[src/rtl/instr_decode_queue_if.sv]
// Handshake and decoded-head bundle between fetch, the decode queue and the control FSM.
// The queue attaches through the slave modport; the fetch/consume side attaches through master.
interface instr_decode_queue_if #(
    parameter int DEPTH     = 4,
    parameter int IMM_WIDTH = 32
);
    localparam int CW = $clog2(DEPTH) + 1;

    logic                 in_valid;
    logic                 in_ready;
    logic [31:0]          instruction;
    logic                 out_valid;
    logic                 out_ready;
    logic [5:0]           opcode;
    logic [4:0]           rs;
    logic [4:0]           rt;
    logic [4:0]           rd;
    logic [4:0]           shamt;
    logic [5:0]           funct;
    logic [15:0]          immediate;
    logic [IMM_WIDTH-1:0] imm_ext;
    logic [25:0]          address;
    logic                 is_rtype;
    logic                 is_jump;
    logic                 is_branch;
    logic                 is_load;
    logic                 is_store;
    logic                 is_illegal;
    logic [CW-1:0]        count;

    modport slave (
        input  in_valid, instruction, out_ready,
        output in_ready, out_valid, opcode, rs, rt, rd, shamt, funct, immediate,
               imm_ext, address, is_rtype, is_jump, is_branch, is_load, is_store,
               is_illegal, count
    );

    modport master (
        output in_valid, instruction, out_ready,
        input  in_ready, out_valid, opcode, rs, rt, rd, shamt, funct, immediate,
               imm_ext, address, is_rtype, is_jump, is_branch, is_load, is_store,
               is_illegal, count
    );
endinterface

[src/rtl/instr_decode_queue.sv]
// DEPTH-entry instruction FIFO presenting its head entry as decoded MIPS fields and class flags.
// Latency: a word pushed into an empty queue is visible, decoded, right after the capturing edge.
// Backpressure: in_ready drops only when full; a pop in that cycle re-opens it on the next edge.
module instr_decode_queue #(
    parameter int DEPTH       = 4,
    parameter int IMM_WIDTH   = 32,
    parameter int INSTR_WIDTH = 32
) (
    input  logic                    clk,
    input  logic                    reset,
    input  logic                    flush,
    instr_decode_queue_if.slave     bus
);
    localparam int PW = $clog2(DEPTH);
    localparam int CW = PW + 1;

    logic [INSTR_WIDTH-1:0] mem_q [DEPTH];
    logic [PW-1:0]          wr_ptr_q, wr_ptr_d;
    logic [PW-1:0]          rd_ptr_q, rd_ptr_d;
    logic [CW-1:0]          count_q, count_d;
    logic                   in_ready, out_valid, push, pop;
    logic [INSTR_WIDTH-1:0] head;

    assign in_ready  = (count_q < CW'(DEPTH));
    assign out_valid = (count_q != '0);
    assign push      = bus.in_valid && in_ready;
    assign pop       = out_valid && bus.out_ready;

    always_comb begin
        wr_ptr_d = wr_ptr_q;
        rd_ptr_d = rd_ptr_q;
        count_d  = count_q;
        if (flush) begin
            wr_ptr_d = '0;
            rd_ptr_d = '0;
            count_d  = '0;
        end else begin
            // Power-of-two depth lets the pointers wrap by natural overflow.
            if (push) wr_ptr_d = wr_ptr_q + 1'b1;
            if (pop)  rd_ptr_d = rd_ptr_q + 1'b1;
            if (push && !pop)      count_d = count_q + 1'b1;
            else if (pop && !push) count_d = count_q - 1'b1;
        end
    end

    always_ff @(posedge clk) begin
        if (reset) begin
            wr_ptr_q <= '0;
            rd_ptr_q <= '0;
            count_q  <= '0;
        end else begin
            wr_ptr_q <= wr_ptr_d;
            rd_ptr_q <= rd_ptr_d;
            count_q  <= count_d;
        end
    end

    // Storage needs no reset: it is only observed while count is non-zero.
    always_ff @(posedge clk) begin
        if (!reset && !flush && push) begin
            mem_q[wr_ptr_q] <= bus.instruction;
        end
    end

    assign head = out_valid ? mem_q[rd_ptr_q] : '0;

    assign bus.in_ready  = in_ready;
    assign bus.out_valid = out_valid;
    assign bus.count     = count_q;
    assign bus.opcode    = head[31:26];
    assign bus.rs        = head[25:21];
    assign bus.rt        = head[20:16];
    assign bus.rd        = head[15:11];
    assign bus.shamt     = head[10:6];
    assign bus.funct     = head[5:0];
    assign bus.immediate = head[15:0];
    assign bus.address   = head[25:0];

    always_comb begin
        bus.is_rtype   = 1'b0;
        bus.is_jump    = 1'b0;
        bus.is_branch  = 1'b0;
        bus.is_load    = 1'b0;
        bus.is_store   = 1'b0;
        bus.is_illegal = 1'b0;
        bus.imm_ext    = IMM_WIDTH'($signed(head[15:0]));
        unique case (head[31:26])
            6'h00:                      bus.is_rtype  = 1'b1;
            6'h02, 6'h03:               bus.is_jump   = 1'b1;
            6'h04, 6'h05:               bus.is_branch = 1'b1;
            6'h23:                      bus.is_load   = 1'b1;
            6'h2B:                      bus.is_store  = 1'b1;
            6'h08, 6'h09, 6'h0A, 6'h0F: ;
            6'h0C, 6'h0D, 6'h0E:        bus.imm_ext   = IMM_WIDTH'(head[15:0]);
            default:                    bus.is_illegal = 1'b1;
        endcase
        // An empty queue reads as opcode 0, which must not look like an R-type.
        if (!out_valid) bus.is_rtype = 1'b0;
    end
endmodule

[src/flat_wrapper.sv]
// flat-port wrapper written by rule: the top's interface ports become plain ports
module instr_decode_queue_flat 
#(
    parameter int DEPTH       = 4,
    parameter int IMM_WIDTH   = 32,
    parameter int INSTR_WIDTH = 32
)
  (clk, reset, flush, bus_in_valid, bus_instruction, bus_out_ready, bus_in_ready, bus_out_valid, bus_opcode, bus_rs, bus_rt, bus_rd, bus_shamt, bus_funct, bus_immediate, bus_imm_ext, bus_address, bus_is_rtype, bus_is_jump, bus_is_branch, bus_is_load, bus_is_store, bus_is_illegal, bus_count);
  instr_decode_queue_if #(.DEPTH(DEPTH), .IMM_WIDTH(IMM_WIDTH)) bus_i ();
  input  logic clk;
  input  logic reset;
  input  logic flush;
  input wire logic [$bits(bus_i.in_valid)-1:0] bus_in_valid;
  input wire logic [$bits(bus_i.instruction)-1:0] bus_instruction;
  input wire logic [$bits(bus_i.out_ready)-1:0] bus_out_ready;
  output wire logic [$bits(bus_i.in_ready)-1:0] bus_in_ready;
  output wire logic [$bits(bus_i.out_valid)-1:0] bus_out_valid;
  output wire logic [$bits(bus_i.opcode)-1:0] bus_opcode;
  output wire logic [$bits(bus_i.rs)-1:0] bus_rs;
  output wire logic [$bits(bus_i.rt)-1:0] bus_rt;
  output wire logic [$bits(bus_i.rd)-1:0] bus_rd;
  output wire logic [$bits(bus_i.shamt)-1:0] bus_shamt;
  output wire logic [$bits(bus_i.funct)-1:0] bus_funct;
  output wire logic [$bits(bus_i.immediate)-1:0] bus_immediate;
  output wire logic [$bits(bus_i.imm_ext)-1:0] bus_imm_ext;
  output wire logic [$bits(bus_i.address)-1:0] bus_address;
  output wire logic [$bits(bus_i.is_rtype)-1:0] bus_is_rtype;
  output wire logic [$bits(bus_i.is_jump)-1:0] bus_is_jump;
  output wire logic [$bits(bus_i.is_branch)-1:0] bus_is_branch;
  output wire logic [$bits(bus_i.is_load)-1:0] bus_is_load;
  output wire logic [$bits(bus_i.is_store)-1:0] bus_is_store;
  output wire logic [$bits(bus_i.is_illegal)-1:0] bus_is_illegal;
  output wire logic [$bits(bus_i.count)-1:0] bus_count;
  assign bus_i.in_valid = bus_in_valid;
  assign bus_i.instruction = bus_instruction;
  assign bus_i.out_ready = bus_out_ready;
  assign bus_in_ready = bus_i.in_ready;
  assign bus_out_valid = bus_i.out_valid;
  assign bus_opcode = bus_i.opcode;
  assign bus_rs = bus_i.rs;
  assign bus_rt = bus_i.rt;
  assign bus_rd = bus_i.rd;
  assign bus_shamt = bus_i.shamt;
  assign bus_funct = bus_i.funct;
  assign bus_immediate = bus_i.immediate;
  assign bus_imm_ext = bus_i.imm_ext;
  assign bus_address = bus_i.address;
  assign bus_is_rtype = bus_i.is_rtype;
  assign bus_is_jump = bus_i.is_jump;
  assign bus_is_branch = bus_i.is_branch;
  assign bus_is_load = bus_i.is_load;
  assign bus_is_store = bus_i.is_store;
  assign bus_is_illegal = bus_i.is_illegal;
  assign bus_count = bus_i.count;
  instr_decode_queue #(.DEPTH(DEPTH), .IMM_WIDTH(IMM_WIDTH), .INSTR_WIDTH(INSTR_WIDTH)) u_core (.clk(clk), .reset(reset), .flush(flush), .bus(bus_i));
endmodule
[config.mk]
export PLATFORM = sky130hd
export DESIGN_NAME = instr_decode_queue_flat
export DESIGN_NICKNAME = d
export VERILOG_FILES = /design/src/rtl/instr_decode_queue_if.sv /design/src/rtl/instr_decode_queue.sv /design/src/flat_wrapper.sv
export SDC_FILE = /design/constraint.sdc
export NUM_CORES = 1
export LEC_CHECK = 0
export BUFFER_PORTS_ARGS = -buffer_cell sky130_fd_sc_hd__buf_2
export CELL_PAD_IN_SITES_DETAIL_PLACEMENT = 0
export CELL_PAD_IN_SITES_GLOBAL_PLACEMENT = 2
export CORE_MARGIN = 1.5
export CORE_UTILIZATION = 35
export CTS_BUF_LIST = sky130_fd_sc_hd__clkbuf_8
export CTS_CLUSTER_SIZE = 8
export DETAILED_ROUTE_END_ITERATION = 8
export PLACE_DENSITY_LB_ADDON = 0.1
export SLEW_MARGIN = 30
export SYNTH_ARGS = -nofsm -noshare
export SYNTH_HDL_FRONTEND = slang
export SYNTH_SLANG_ARGS = --single-unit
[constraint.sdc]
create_clock -name clk -period 2.35 [get_ports clk]
set_clock_uncertainty 0.15 [all_clocks]
set_input_delay 0.47 -clock clk [delete_from_list [all_inputs] [get_ports clk]]
set_output_delay 0.47 -clock clk [all_outputs]
set_load 0.01 [all_outputs]
==> results.yml <==
status:
  status: "finished, violations left"
  violations: "setup timing"
clocking:
  numCtsBuffers: 17
  cts.htree.levels: 4
  clock_latency_ns: 0.43
  cts_root_buf: "clkbuf_8"
  cts_tree: "yes"
  clock_path_buffers: 2
  path_clk_slew_ns: 0.07
  clock_sinks: 137
yosys:
  avgSynthCellArea_um2: 17.4
  netlist_instances: 344
  ys_seq_area_frac: 0.672
  ys_warn_count: 0
  syn_area_um2: 5990
  synthDistinctLibCells: 37
  synth_nets: 387
  ys_ff_latch: 137
detailed_routing:
  vias: 3238
  first_pass_iters: 4
  drc: 0
  ant_nets: 0
  wirelength_um: 12100
  viasPerCell: 4.55
  drt_iter0_markers: 91
  post_drt_wl_per_cell_um: 17.1
cells_and_area:
  layout_commonest_cell: "edfxtp_1"
  fin_util: 0.484
  fill_cells: 1431
  final-seq-area_um2: 4030
  layout_common_cells: "edfxtp_1 (128), buf_6 (111), buf_2 (56)"
  multi_input_area_um2: 1470
  syn2layout_area_growth_pct: 34.3
  drive_above_1_share: 0.630
  fin_nets: 520
  stdcell_count: 711
floorplanning:
  die_h_um: 134
  dieArea_um2: 17900
  rows: 47
  ios: 154
  start_util: 0.360
  die_w_um: 134
  core_region_area_um2: 16600
worst_setup_path:
  cp.required_ns: 1.73
  crit_family: "multiplexers"
  end_kind: "output port"
  crit_buf_inv: 2
  path_max_fanout: 8
  cp_data_arrival_time_ns: 2.24
  start_kind: "flip-flop"
  critPathKind: "flip-flop to output port"
  worstPathCellList: "buf_12 > mux4_2 > nor2_4 > o21ai_4 > o31a_4 > buf_2"
  slowest_delay_ns: 0.55
  slowest_stage: "mux4_2"
placed_design:
  gp_congestion: 0.680
  dp.cells: 661
  dp_hpwl_um: 7620
  portBuffers: 153
sta:
  hold_viol: 0
  slew_headroom: 0.780
  max_freq_mhz: 350
  tightest_slew_ns: 0.330
  finalSetupViolCount: 112
  setup_slack_ns: -0.506
  finalCritPeriodShare: 1.22
  layout_min_cycle_time_ns: 2.86
  drv_slew: 0
  rsz0062_at_grt: "yes"
power_and_ir_drop:
  pwr-share-clk: 0.307
  p_seq_frac: 0.455
  p_int_w: 0.00451
  cellPowerDensity_nw_per_um2: 741
  swShare: 0.244
  combPwrFrac: 0.237
  peakVddDrop_mv: 0.396
  switchingPower_w: 0.00146
  leakagePower_nw: 3.04
global_routing:
  antenna_found_initial: 2
  grt.total_usage: 0.134
  grt_max_degree: 25
  overflow: 0
  grt_pass1_vias: 3146
  grt_pass1_wl_um: 17500
min_path:
  hp-class: "primary input to flip-flop"
flow_run:
  cap_violations: 0
==> cells in the mapped netlist (all sizes together) <==
cell	number	area share
clkbuf	5	0.0031
o2111ai	1	0.0015
a21boi	1	0.0013
and2	32	0.034
or2	1	0.0010
nor4	2	0.0021
nor3	1	0.0027
buf	80	0.10
nand3	1	0.00083
nand4	1	0.0021
edfxtp	128	0.64
o21ai	2	0.0023
and3	5	0.0052
inv	6	0.0038
xnor2	1	0.0015
o31a	1	0.0015
nand2	1	0.00063
or3	1	0.0010
mux2i	1	0.0017
ha	5	0.010
nand2b	1	0.0010
dfxtp	9	0.030
nor2b	3	0.0031
o211a	1	0.0017
fa	1	0.0033
a21oi	3	0.0025
mux4	32	0.12
nor2	14	0.010
xor2	4	0.0058
==> final timing paths <==
path	startpoint	endpoint	slack, ns	depth (start not counted)
min	bus_instruction[3]	u_core.mem_q[3][3]	0.1	1
min reg2reg	u_core.rd_ptr_q[0]	u_core.rd_ptr_q[0]	0.40	2
max	flip-flop	bus_imm_ext[22]	-0.51	6
max reg2reg	u_core.bus.count[1]	u_core.bus.count[2]	0.17	9
==> kinds of logic after synthesis <==
group / after synthesis / synth area share
flip-flops: 137 / 0.672
buffers and inverters: 91 / 0.107
AND/OR/NAND/NOR: 63 / 0.0637
multiplexers: 33 / 0.126
AO/OA/AOI/OAI: 9 / 0.0106
adder cells (fa/ha/maj): 6 / 0.0138
XOR/XNOR: 5 / 0.00731
==> timing repair <==
| action | in CTS | in global routing |
|---|---|---|
| cloned | 0 | 2 |
| buffers inserted | 10 | 6 |
| gates resized for setup | 60 | 113 |
| hold buffers | 0 | 0 |
| setup endpoints to repair | 112 | 113 |
| pin swaps | 6 | 3 |
==> flip-flops by register name, indices dropped and copies added (netlist names), named ones only <==
register,flops
u_core.bus.count,3
u_core.mem_q,128
u_core.rd_ptr_q,2
u_core.wr_ptr_q,2
==> routing by layer <==
layer / up-vias / GRT usage / share of wire
met5: - / 0 / 0
met4: 0 / 0.0471 / 0.012
met3: 13 / 0.0540 / 0.058
met2: 108 / 0.230 / 0.53
met1: 1630 / 0.152 / 0.40
li1: 1487 / - / -
==> worst register-to-register path: cells and delay by family (launching register included) <==
kind	cells	cell delay (ns)
DFF	1	0.34
buffers and inverters	2	0.16
adders and majority gates	2	0.55
and+or+nand+nor	3	0.61
AOI/OAI and AO/OA	1	0.14
xor gates and xnor gates	1	0.16
==> per-stage QoR <==
stage | hold slack [ns] | TNS [ns] | instance area [um2] | worst slack, ns | power, W
2_1_floorplan | 0.335 | -0.706 | 6000 | -0.0453 | 0.00350
3_3_place_gp | 0.362 | -2.44 | 6690 | -0.138 | 0.00370
3_5_place_dp | 0.378 | -3.15 | 6690 | -0.170 | 0.00370
4_1_cts | 0.0579 | -36.53 | 7330 | -0.520 | 0.00566
5_1_grt | 0.0519 | -48.90 | 8040 | -0.595 | 0.00622
6_report | 0.0956 | -37.89 | 8050 | -0.506 | 0.00597
==> area by class of cell <==
type / count / share of cell area
well taps: 220 / 0.0342
inverters: 6 / 0.00280
clock buffers: 17 / 0.0291
flip-flops and latches: 137 / 0.501
repair buffers: 198 / 0.233
multi-input cells: 117 / 0.182
clock inverters: 14 / 0.0176
diodes: 2 / 0.000622
==> power by group through the flow <==
stage	sequential [W]	combinational (W)	clock [W]
after floorplan	0.00278	0.000721	0
after global placement	0.00277	0.000926	0
after detailed placement	0.00278	0.000923	0
after CTS	0.00272	0.00105	0.00189
after global routing	0.00272	0.00151	0.00200
final	0.00272	0.00142	0.00183
Note: power is estimated with default switching activity, not from simulation.
